**src/rtl/i2c_slave_regfile.sv**
```systemverilog
// Register bank behind the I2C slave: edge-detected write/read strobes, single-byte
// writes, multi-byte big-endian read word, sticky access-error flag and traffic counters.
module i2c_slave_regfile #(
  parameter logic [6:0]          SLAVE_ADDR   = 7'b010_0011,
  parameter int unsigned         NUM_REGS     = 16,
  parameter int unsigned         TX_DATA_BYTE = 1,
  parameter logic [NUM_REGS-1:0] WR_MASK      = {NUM_REGS{1'b1}},
  parameter logic [7:0]          INIT_VAL     = 8'h00
) (
  input  logic                        SYSTEM_CLK,
  input  logic                        RESETn,
  input  logic                        iwrite_en,
  input  logic                        iread_en,
  input  logic [6:0]                  rx_address,
  input  logic [7:0]                  rx_offset,
  input  logic [7:0]                  rx_data,
  output logic [TX_DATA_BYTE*8-1:0]   tx_data,
  output logic [NUM_REGS*8-1:0]       regs_flat,
  output logic                        err_sticky,
  input  logic                        err_clr,
  output logic [7:0]                  wr_count,
  output logic [7:0]                  rd_count
);

  localparam int unsigned IDX_W = (NUM_REGS > 1) ? $clog2(NUM_REGS) : 1;
  localparam int unsigned TX_W  = TX_DATA_BYTE * 8;

  logic [7:0]      r_regs [NUM_REGS];
  logic            r_wr_d;
  logic            r_rd_d;
  logic [TX_W-1:0] r_tx_data;
  logic            r_err;
  logic [7:0]      r_wr_cnt;
  logic [7:0]      r_rd_cnt;

  logic             w_wr_pulse;
  logic             w_rd_pulse;
  logic             w_addr_hit;
  logic             w_in_range;
  logic [IDX_W-1:0] w_idx;
  logic             w_wr_ok;
  logic             w_wr_err;
  logic             w_rd_acc;
  logic             w_rd_err;
  logic [TX_W-1:0]  w_rd_word;

  assign w_wr_pulse = iwrite_en & ~r_wr_d;
  assign w_rd_pulse = iread_en & ~r_rd_d;
  assign w_addr_hit = (rx_address == SLAVE_ADDR);
  assign w_in_range = (32'(rx_offset) < NUM_REGS);
  assign w_idx      = IDX_W'(rx_offset);

  assign w_wr_ok  = w_wr_pulse & w_addr_hit & w_in_range & WR_MASK[w_idx];
  assign w_wr_err = w_wr_pulse & w_addr_hit & ~(w_in_range & WR_MASK[w_idx]);
  assign w_rd_acc = w_rd_pulse & w_addr_hit;
  assign w_rd_err = w_rd_acc & ~w_in_range;

  // Read word: byte 0 in the MSB position, indices wrap around the bank.
  always_comb begin
    w_rd_word = '1;
    if (w_in_range) begin
      for (int unsigned k = 0; k < TX_DATA_BYTE; k++) begin
        w_rd_word[(TX_DATA_BYTE-k)*8-1 -: 8] =
          r_regs[IDX_W'((32'(rx_offset) + k) % NUM_REGS)];
      end
    end
  end

  always_ff @(posedge SYSTEM_CLK or negedge RESETn) begin
    if (!RESETn) begin
      r_wr_d    <= 1'b0;
      r_rd_d    <= 1'b0;
      r_tx_data <= '0;
      r_err     <= 1'b0;
      r_wr_cnt  <= 8'd0;
      r_rd_cnt  <= 8'd0;
      for (int i = 0; i < NUM_REGS; i++) r_regs[i] <= INIT_VAL;
    end else begin
      r_wr_d <= iwrite_en;
      r_rd_d <= iread_en;
      if (w_wr_ok) begin
        r_regs[w_idx] <= rx_data;
        r_wr_cnt      <= 8'(r_wr_cnt + 8'd1);
      end
      if (w_rd_acc) begin
        r_tx_data <= w_rd_word;
        r_rd_cnt  <= 8'(r_rd_cnt + 8'd1);
      end
      // An error event in the same cycle as err_clr keeps the flag set.
      if (w_wr_err | w_rd_err) r_err <= 1'b1;
      else if (err_clr)        r_err <= 1'b0;
    end
  end

  for (genvar g = 0; g < NUM_REGS; g++) begin : g_flat
    assign regs_flat[8*g +: 8] = r_regs[g];
  end

  assign tx_data    = r_tx_data;
  assign err_sticky = r_err;
  assign wr_count   = r_wr_cnt;
  assign rd_count   = r_rd_cnt;

endmodule

```
**config.mk**
```make
export PLATFORM = sky130hd
export DESIGN_NAME = i2c_slave_regfile
export DESIGN_NICKNAME = d
export VERILOG_FILES = /design/src/rtl/i2c_slave_regfile.sv
export SDC_FILE = /design/constraint.sdc
export NUM_CORES = 1
export LEC_CHECK = 0
export ABC_AREA = 1
export BUFFER_PORTS_ARGS = -buffer_cell sky130_fd_sc_hd__buf_4
export CAP_MARGIN = 20
export CORE_UTILIZATION = 59
export DETAILED_ROUTE_END_ITERATION = 10
export GPL_TIMING_DRIVEN = 0
export PLACE_DENSITY = 0.91
export SLEW_MARGIN = 20
export SYNTH_ARGS = -nofsm -noshare
export SYNTH_HDL_FRONTEND = slang
export SYNTH_SLANG_ARGS = --single-unit
```
**constraint.sdc**
```tcl
create_clock -name SYSTEM_CLK -period 1.9 [get_ports SYSTEM_CLK]
set_input_delay 0.19 -clock SYSTEM_CLK [delete_from_list [all_inputs] [get_ports SYSTEM_CLK]]
set_output_delay 0.19 -clock SYSTEM_CLK [all_outputs]
set_load 0.02 [all_outputs]
```
## Word level (Yosys, flattened, before mapping)

Memory sizes are Yosys's and may differ from the RTL's.
Cells that the tools add are included.

- Bits in read-only memories: 16
- RAM bits: 0
- Logic and storage cells: 57
- Flip-flop bits (word level): 155
- Memories: 1
- Bits in latches: 0

Memories:

| name | words | bits a word | read ports | clocked after memory_dff | wr ports | RTL line | text |
|---|---|---|---|---|---|---|---|
| (no name shown) | 16 | 1 | 1 | 0 | 0 | 54 | `assign w_wr_err = w_wr_pulse & w_addr_hit & ~(w_in_range & WR_MASK[w_idx]);` |

- Reductions and logical operators: 2
- Div/mod/pow operators: 0
- Equal/unequal tests: 1
- $add $sub $neg: 2
- Multipliers: 0
- Shifts and indexed selects: 0
- Muxes and demuxes: 10
- Bitwise gates (word level): 15
- $lt $le $gt $ge: 4

Operators with widths:

| operator | count |
|---|---|
| bitwise mux 128 bit | 1 |
| binary-select mux 8 bit (select 4 bit) | 1 |
| demux 8 bit (select 4 bit) | 1 |
| two-way mux 8 bit | 4 |
| adder 8 x 1 -> 8 bit, second input constant | 2 |
| AND 1 bit | 9 |
| less-than comparator 8 x 5 -> 1 bit, second input constant | 1 |
| == test 7 x 6 -> 1 bit, second input constant | 1 |
| >= comparator 5 bit, second input constant | 1 |
| less-than comparator 4 x 5 -> 1 bit, second input constant | 1 |
| less-than comparator 5 x 1 -> 1 bit, second input constant | 1 |
| inverter 4 -> 5 bit | 1 |
| inverter 1 bit | 4 |
| two-way mux 1 bit | 3 |
| nonzero test 2 bit | 1 |
| logical AND 1 bit | 1 |
| bitwise OR 1 bit | 1 |

## Longest topological paths before layout

Gate-level depths: netlist (run 1).

- Depth after elaboration: 7
- Depth in mapped cells: 12

## Least setup slack after synthesis (run 1)

OpenSTA, ideal clock, no wires.

- Kind: register to register
- Start: reg r_wr_d
- End: reg r_regs, in the netlist regs_flat[121]
- Arrival time: 1.165 ns
- Required time: 1.783 ns
- Stages on the path, launching flop included: 8
- Clock period less this slack: 1.283 ns
- Library setup time: 0.117 ns
- Path buffers: 1
- Slack: 0.617 ns
- Path through: dfrtp_1 nor2_1 nand3_2 nor2_4 buf_6 nand2_2 nand2_1 nand2_1

- Word-level cells in the longest chain between the ends: 5

Ends and longest elaborated chain:

| element | RTL line | text |
|---|---|---|
| start, declared | 29 | `logic r_wr_d;` |
| start signal, assigned | 79 | `r_wr_d <= iwrite_en;` |
| inverter 1 bit | 47 | `assign w_wr_pulse = iwrite_en & ~r_wr_d;` |
| AND 1 bit | 47 |  |
| AND 1 bit (3 in a row) | 53 | `assign w_wr_ok = w_wr_pulse & w_addr_hit & w_in_range & WR_MASK[w_idx];` |
| end signal, assigned by index | 82 | `r_regs[w_idx] <= rx_data;` |
| end, declared | 28 | `logic [7:0] r_regs [NUM_REGS];` |

No other way between the ends.
A chain may end at the register's enable or synchronous reset.

## Final worst setup path (run 1)

- Start: in iwrite_en
- End: reg r_regs, in the netlist regs_flat[114]

- Word-level cells in the longest chain between the ends: 4

Ends and longest elaborated chain:

| element | RTL line | text |
|---|---|---|
| start, declared | 12 | `input logic iwrite_en,` |
| AND 1 bit | 47 |  |
| AND 1 bit (3 in a row) | 53 |  |

No other way between the ends.

==> metrics.txt, run 1 <==
maximum clock rate=0.5865 GHz; Leak=0.006099 uW; Setup Buffers After CTS=0; syn nets=1098; initial antenna violation count=0; RSZ-0062 raised after global routing=no; multi-input logic area=3796 sq um; CP arrival=2.03 ns; Hold Startpoint=rx_data[7]; yosys warns=0; HP Class=in2reg; Avg Cell Area, Syn=7.631 sq um; pin count of the biggest net entering global routing=90; share of cells above drive strength 1=23.29%; critical path fanouts, max=10; final non-filler cell area=10400 sq um; WS Path Type=in2reg; Final GP Congestion=0.9891; Port Buf Inserts=170; Die Ht=119.5 um; slowest cell on the critical path=dlygate4sd3_1; clk_lat worst skew=0.44 ns; DRC=0; largest delay contributor family on the critical path=buffers and inverters; Mapped Area=8150 sq um; HPWL Detailed=18460 um; r2r endpoint=regs_flat[114]$_DFFE_PN0P_; Vias/cell=5.939; number of synthesized register bits=155; Vias=8617; Crit path buffers/inverters=4; worst slack, placed=0.05247 ns; sequential element share of the synthesized area=47.59%; final worst slack=0.1950 ns; area grow syn2layout=27.60%; CTS tree=yes; Tightest Pin Transition=0.9513 ns; setup violators final=0; FF-to-FF Start=r_wr_d$_DFF_PN0_; CTS root buffer=clkbuf_16; CTS Buf Count=17; clock-pin slew on the worst setup and hold paths=0.06 ns; Final Hold Viols=0; Max clock buf depth=2; Total GRT Usage=39.31%; worst hold slack=0.1431 ns; fin. max-slew vios=0; CTS sink cnt=155; Cell Area, Placed=9682 sq um; Core ar.=13350 sq um; vias in the first global route=7851; post-route minimum period=1.705 ns; Rel. slew slack=36.58%; Final nets=1292; Setup crit end kind=flip-flop; Setup crit start kind=primary input; IO Count=181; fill count=918; GR Overflow Total=0; initial core utilization=61.06%; drt initial violations=1209; first-pass GRT wire length=42040 um; Final Cycle Share=89.74%; Post-Place Cells=1415; worst-case clock skew=0.006176 ns; Synth cell types=25; Final Util=77.92%; Syn Inst Count=1068; CP required=2.22 ns; drt pass-1 iters=9; Hold Crit Depth=3; Non-Filler Instances=1451; setup slack, reg-to-reg=0.24 ns; row cnt=42; Worst Hold Path EP=regs_flat[111]$_DFFE_PN0P_; total wire length=27560 um; critical path's largest stage delay=0.53 ns; VDD IR max=0.5326 mV; run status=finished clean; crit path cell chain=dlygate4sd3_1 > buf_4 > inv_1 > nor2_1 > nand3_2 > nor2_4 > buf_6 > nand2_2 > nand2_1 > nand2_1; Max H-tree Level=4; R2R depth=7; WL per Instance=18.99 um; power per cell area=750.5 nW/um^2; Reg area=3879 sq um; Detail Route Antenna Nets=0; # diodes=0; Die Area=14290 sq um; Most common cell on crit path=nand2_1; max cap viols=0; die width=119.5 um
-- layout by cell type (no fill, tap or decap), drive strengths merged, types with 5 or more instances in the layout --
cell type	count
nor2	47
buf	208
or2	8
xor2	5
nand4	11
clkbuf	39
bufinv	6
dfrtp	155
inv	33
nand3	168
nand2	572
xnor2	9
-- per-layer routing --
metal  part of all wire (%)  wire (um)  global-route usage, %  vias up
li1                       -          -                      -     3754
met3                     13       3556                  7.937      143
met2                     46      12590                  59.68      730
met4                    5.6       1554                  24.38        0
met5                      0          0                      0        -
met1                     36       9864                  51.97     3990
-- where the power goes --
group | switching (uW) | internal [uW] | leakage, uW
Sequential | 15.4 | 3320 | 0.00215
Clock | 1390 | 2530 | 0.000316
Combinational | 407 | 140 | 0.00363
Total | 1810 | 5990 | 0.00610
-- final cells by class --
type                       instances  share of cell area (%)
buffer                            55                   3.308
clock buffer                      21                   4.427
inverter                          33                   1.287
clock inverter                    11                   2.069
tap                              176                   2.117
timing repair buffer             175                   12.99
sequential                       155                   37.30
multi-input combinational        825                   36.50
-- metrics by stage --
stage / total power, uW / TNS, ns
6_report: 7805 / 0
5_1_grt: 7964 / 0
4_1_cts: 7756 / 0
3_5_place_dp: 3919 / 0
3_3_place_gp: 3901 / -11.80
2_1_floorplan: 3669 / 0
-- worst min-delay path, stage by stage --
cell      delay (ns)
clkbuf_1        0.17
nand3_1         0.12
nand2_1         0.05
-- cells by family (layout without fill, tap and decap cells) --
logic type | Yosys count | after routing | share of synthesized area (%)
compound gates | 2 | 2 | 0.1228
fa+ha+maj | 2 | 2 | 0.3070
buf+inv | 88 | 295 | 5.864
flops | 155 | 155 | 47.59
xor+xnor | 14 | 14 | 1.504
simple gates | 807 | 807 | 44.61
-- state kept, by name, summed over array words and instances, names as in the netlist --
| name | cells |
|---|---|
| regs_flat | 128 |
| rd_count | 8 |
| tx_data | 8 |
| wr_count | 8 |
| err_sticky | 1 |
| r_rd_d | 1 |
| r_wr_d | 1 |
-- synth_stat cells --
master    count  share of area [%]
nand2_4      11                1.5
nand2_2       9               0.69
nor2_8        8                2.0
buf_6        12                1.7
nand4_1      11               0.84
nand3_1     166                 10
inv_2         4               0.18
buf_4         8               0.74
nand2_1     552                 25
xor2_1        5               0.54
buf_1         3               0.14
nor2_2        2               0.15
nand3_2       2               0.25
ha_1          2               0.31
inv_1        25                1.2
xnor2_1       9               0.97
nor2_4       13                1.8
buf_2        14               0.86
or2_2         8               0.61
nor2_1       24                1.1
nor3_1        1              0.061
inv_4         4               0.31
dfrtp_1     155                 48
o21ai_0       2               0.12
clkbuf_1     18               0.83
-- worst max path at each step --
stage / startpoint / to / depth (start not counted)
floorplan: r_wr_d$_DFF_PN0_ / regs_flat[121]$_DFFE_PN0P_ / 7
global placement: RESETn / regs_flat[72]$_DFFE_PN0P_ / 1
detailed placement: rx_address[2] / tx_data[6]$_DFFE_PN0P_ / 9
CTS: iread_en / tx_data[6]$_DFFE_PN0P_ / 9
global route: iread_en / tx_data[6]$_DFFE_PN0P_ / 9
finish: iwrite_en / regs_flat[114]$_DFFE_PN0P_ / 10
-- timing repair --
item | CTS | global route
hold buffers | 4 | 0
resized for setup | 0 | 1
endpoints found under the setup margin | 0 | 4
endpoints found under the hold margin | 69 | 0
Note: power is estimated with default switching activity, not from simulation.
==> run 2, diff against run 1 <==
--- a/config.mk
+++ b/config.mk
@@ -8,10 +8,10 @@
 export ABC_AREA = 1
 export BUFFER_PORTS_ARGS = -buffer_cell sky130_fd_sc_hd__buf_4
 export CAP_MARGIN = 20
-export CORE_UTILIZATION = 59
+export CORE_UTILIZATION = 55
 export DETAILED_ROUTE_END_ITERATION = 10
 export GPL_TIMING_DRIVEN = 0
-export PLACE_DENSITY = 0.91
+export PLACE_DENSITY = 0.86
 export SLEW_MARGIN = 20
 export SYNTH_ARGS = -nofsm -noshare
 export SYNTH_HDL_FRONTEND = slang
==> constraint.sdc (replaced) <==
create_clock -name SYSTEM_CLK -period 1.7 [get_ports SYSTEM_CLK]
set_input_delay 0.17 -clock SYSTEM_CLK [delete_from_list [all_inputs] [get_ports SYSTEM_CLK]]
set_output_delay 0.17 -clock SYSTEM_CLK [all_outputs]
set_load 0.02 [all_outputs]
==> metrics.txt, run 2 (same netlist as run 1, synthesis figures left out) <==
crit path cell chain=dlygate4sd3_1 > buf_4 > inv_1 > nor2_1 > nand3_2 > nor2_4 > buf_12 > buf_6 > nand2_2 > nand2_1 > nand2_1; run status=finished clean; critical path's largest stage delay=0.53 ns (about the same); Max H-tree Level=4 (unchanged); Final Hold Viols=0 (unchanged); HPWL Detailed=18650 um (+1.0%); Worst Hold Path EP=regs_flat[127]$_DFFE_PN0P_; IO Count=181 (unchanged); most common cell after layout, fill and taps aside=nand2_1; HP Class=in2reg; fill count=1112 (+21%); CTS Buf Count=17 (unchanged); Hold Startpoint=rx_data[7]; VDD IR max=0.7588 mV (+42%); Port Buf Inserts=170 (unchanged); first-pass GRT wire length=41020 um (-2.4%); pin count of the biggest net entering global routing=82 (-8.9%); multi-input logic area=3806 sq um (+0.26%); Die Ht=123.7 um (+3.5%); DRC=0 (unchanged); Vias=8422 (-2.3%); Vias/cell=5.765 (-2.9%); area grow syn2layout=26.73%; power per cell area=778.0 nW/um^2 (+3.7%); Fin Setup TNS=0 ns (unchanged); drt pass-1 iters=6 (-3); slowest cell on the critical path=dlygate4sd3_1; Rel. slew slack=44.98% (+8.4 points); Final Cycle Share=95.57%; maximum clock rate=0.6155 GHz; R2R depth=8 (+1); CTS root buffer=clkbuf_16; Comb pwr share=7.6% (+0.6 points); Hold Crit Depth=3 (unchanged); Final GP Congestion=0.9646 (-2.5%); max FFs per register=128 (unchanged); Total GRT Usage=36.50% (-2.8 points); WS Path Type=in2reg; WL per Instance=18.67 um (-1.7%); Final Util=71.34% (-6.6 points); switching power=2021 uW (+12%); vias in the first global route=7587 (-3.4%); Cell Area, Placed=9692 sq um (+0.10%); CP arrival=1.95 ns (-0.08 ns); drt initial violations=1081 (-11%); GR Overflow Total=0 (unchanged); Leak=0.006065 uW (-0.57%); max cap viols=0 (unchanged); worst-case clock skew=0.01025 ns (+0.004077 ns); r2r endpoint=regs_flat[116]$_DFFE_PN0P_; Final nets=1293 (+0.077%); clock-pin slew on the worst setup and hold paths=0.06 ns (about the same); Sw Ratio=25.15% (+2.0 points); Die Area=15310 sq um (+7.1%); share of cells above drive strength 1=23.28% (about the same); Reg area=3879 sq um (unchanged); CTS tree=yes; Most common cell on crit path=nand2_1; CP required=2.03 ns (-0.19 ns); most frequent cells in the layout=nand2_1, buf_4, nand3_1; die width=123.7 um (+3.5%); clock share of power=46.0% (-4.2 points); Core ar.=14480 sq um (+8.5%); critical path fanouts, max=10 (unchanged); Tightest Pin Transition=0.8253 ns (-0.1260 ns); setup slack, reg-to-reg=0.10 ns (-0.14 ns); setup violators final=0 (unchanged); clk_lat worst skew=0.44 ns (about the same); Pint=6015 uW (+0.35%); CTS sink cnt=155 (unchanged); FF-to-FF Start=r_wr_d$_DFF_PN0_; row cnt=44 (+4.8%); total wire length=27280 um (-1.0%); post-route minimum period=1.625 ns; Setup crit end kind=flip-flop; fin. max-slew vios=0 (unchanged); sequential share of power=46.4% (+3.6 points); Setup crit start kind=primary input; initial antenna violation count=0 (unchanged); final non-filler cell area=10330 sq um (-0.69%); Detail Route Antenna Nets=0 (unchanged); initial core utilization=56.29% (-4.8 points); Max clock buf depth=2 (unchanged)
## run 2: cell count changes in the layout (fill, tap and decap cells not counted), moves of 2 or more
cell | before | now
bufinv_16 | 6 | 2
clkinv_2 | 1 | 4
clkbuf_8 | 2 | 0
clkinvlp_4 | 4 | 6
## run 2: power by group through the flow
stage | logic [uW] | clock network [uW] | registers (uW)
global placement | 566 | 0 | 3800
floorplan | 275 | 0 | 3830
CTS | 598 | 3670 | 3730
finish | 610 | 3690 | 3730
global route | 647 | 3850 | 3730
detailed placement | 585 | 0 | 3800
## run 2: cell type report
cell class	instances	share of cell area (%)
Sequential cell	155	37.55
Timing Repair Buffer	176	13.28
Inverter	33	1.296
Clock buffer	20	4.228
Clock inverter	12	1.211
Buffer	55	3.331
Tap cell	184	2.229
Antenna cell	1	0.02423
Multi-Input combinational cell	825	36.85
## run 2: through the flow
stage	std cells	hold WS, ns	power [uW]	setup slack [ns]
detailed placement	1423	0.1797	4383	-0.1696
CTS	1459	0.1217	8004	0.05704
finish	1461	0.1403	8036	0.07523
global placement	1422	0.2902	4363	-0.2832
floorplan	1068	-0.1256	4101	0.4175
global route	1460	0.1536	8233	-0.007187
## run 2: worst max-delay path by stage
stage	start	end	cells past startpoint
after floorplan	r_wr_d$_DFF_PN0_	regs_flat[121]$_DFFE_PN0P_	7
after global placement	RESETn	regs_flat[86]$_DFFE_PN0P_	1
after detailed placement	rx_address[4]	tx_data[6]$_DFFE_PN0P_	9
after CTS	iwrite_en	regs_flat[5]$_DFFE_PN0P_	10
after global routing	iwrite_en	regs_flat[126]$_DFFE_PN0P_	11
final	iwrite_en	regs_flat[116]$_DFFE_PN0P_	11
## run 2: what timing repair did
action	CTS	global route
gates resized for setup	1	2
hold endpoints to repair	77	0
hold buffers	4	0
setup endpoints to repair	4	82
buffers inserted	0	1
pin swaps	0	1
## run 2: metal layers
layer / vias up / share of wire [%] / GRT usage, % / wire [um]
met5: - / 0 / 0 / 0
met4: 0 / 4.4 / 20.48 / 1192
met3: 111 / 11 / 7.647 / 3120
met2: 595 / 47 / 56.63 / 12860
met1: 3959 / 37 / 47.56 / 10110
li1: 3757 / - / - / -
## run 2: worst max-delay path: cells and delay by family
kind          cells  cell delay (ns)
buf+inv           5             1.04
simple gates      6             0.73
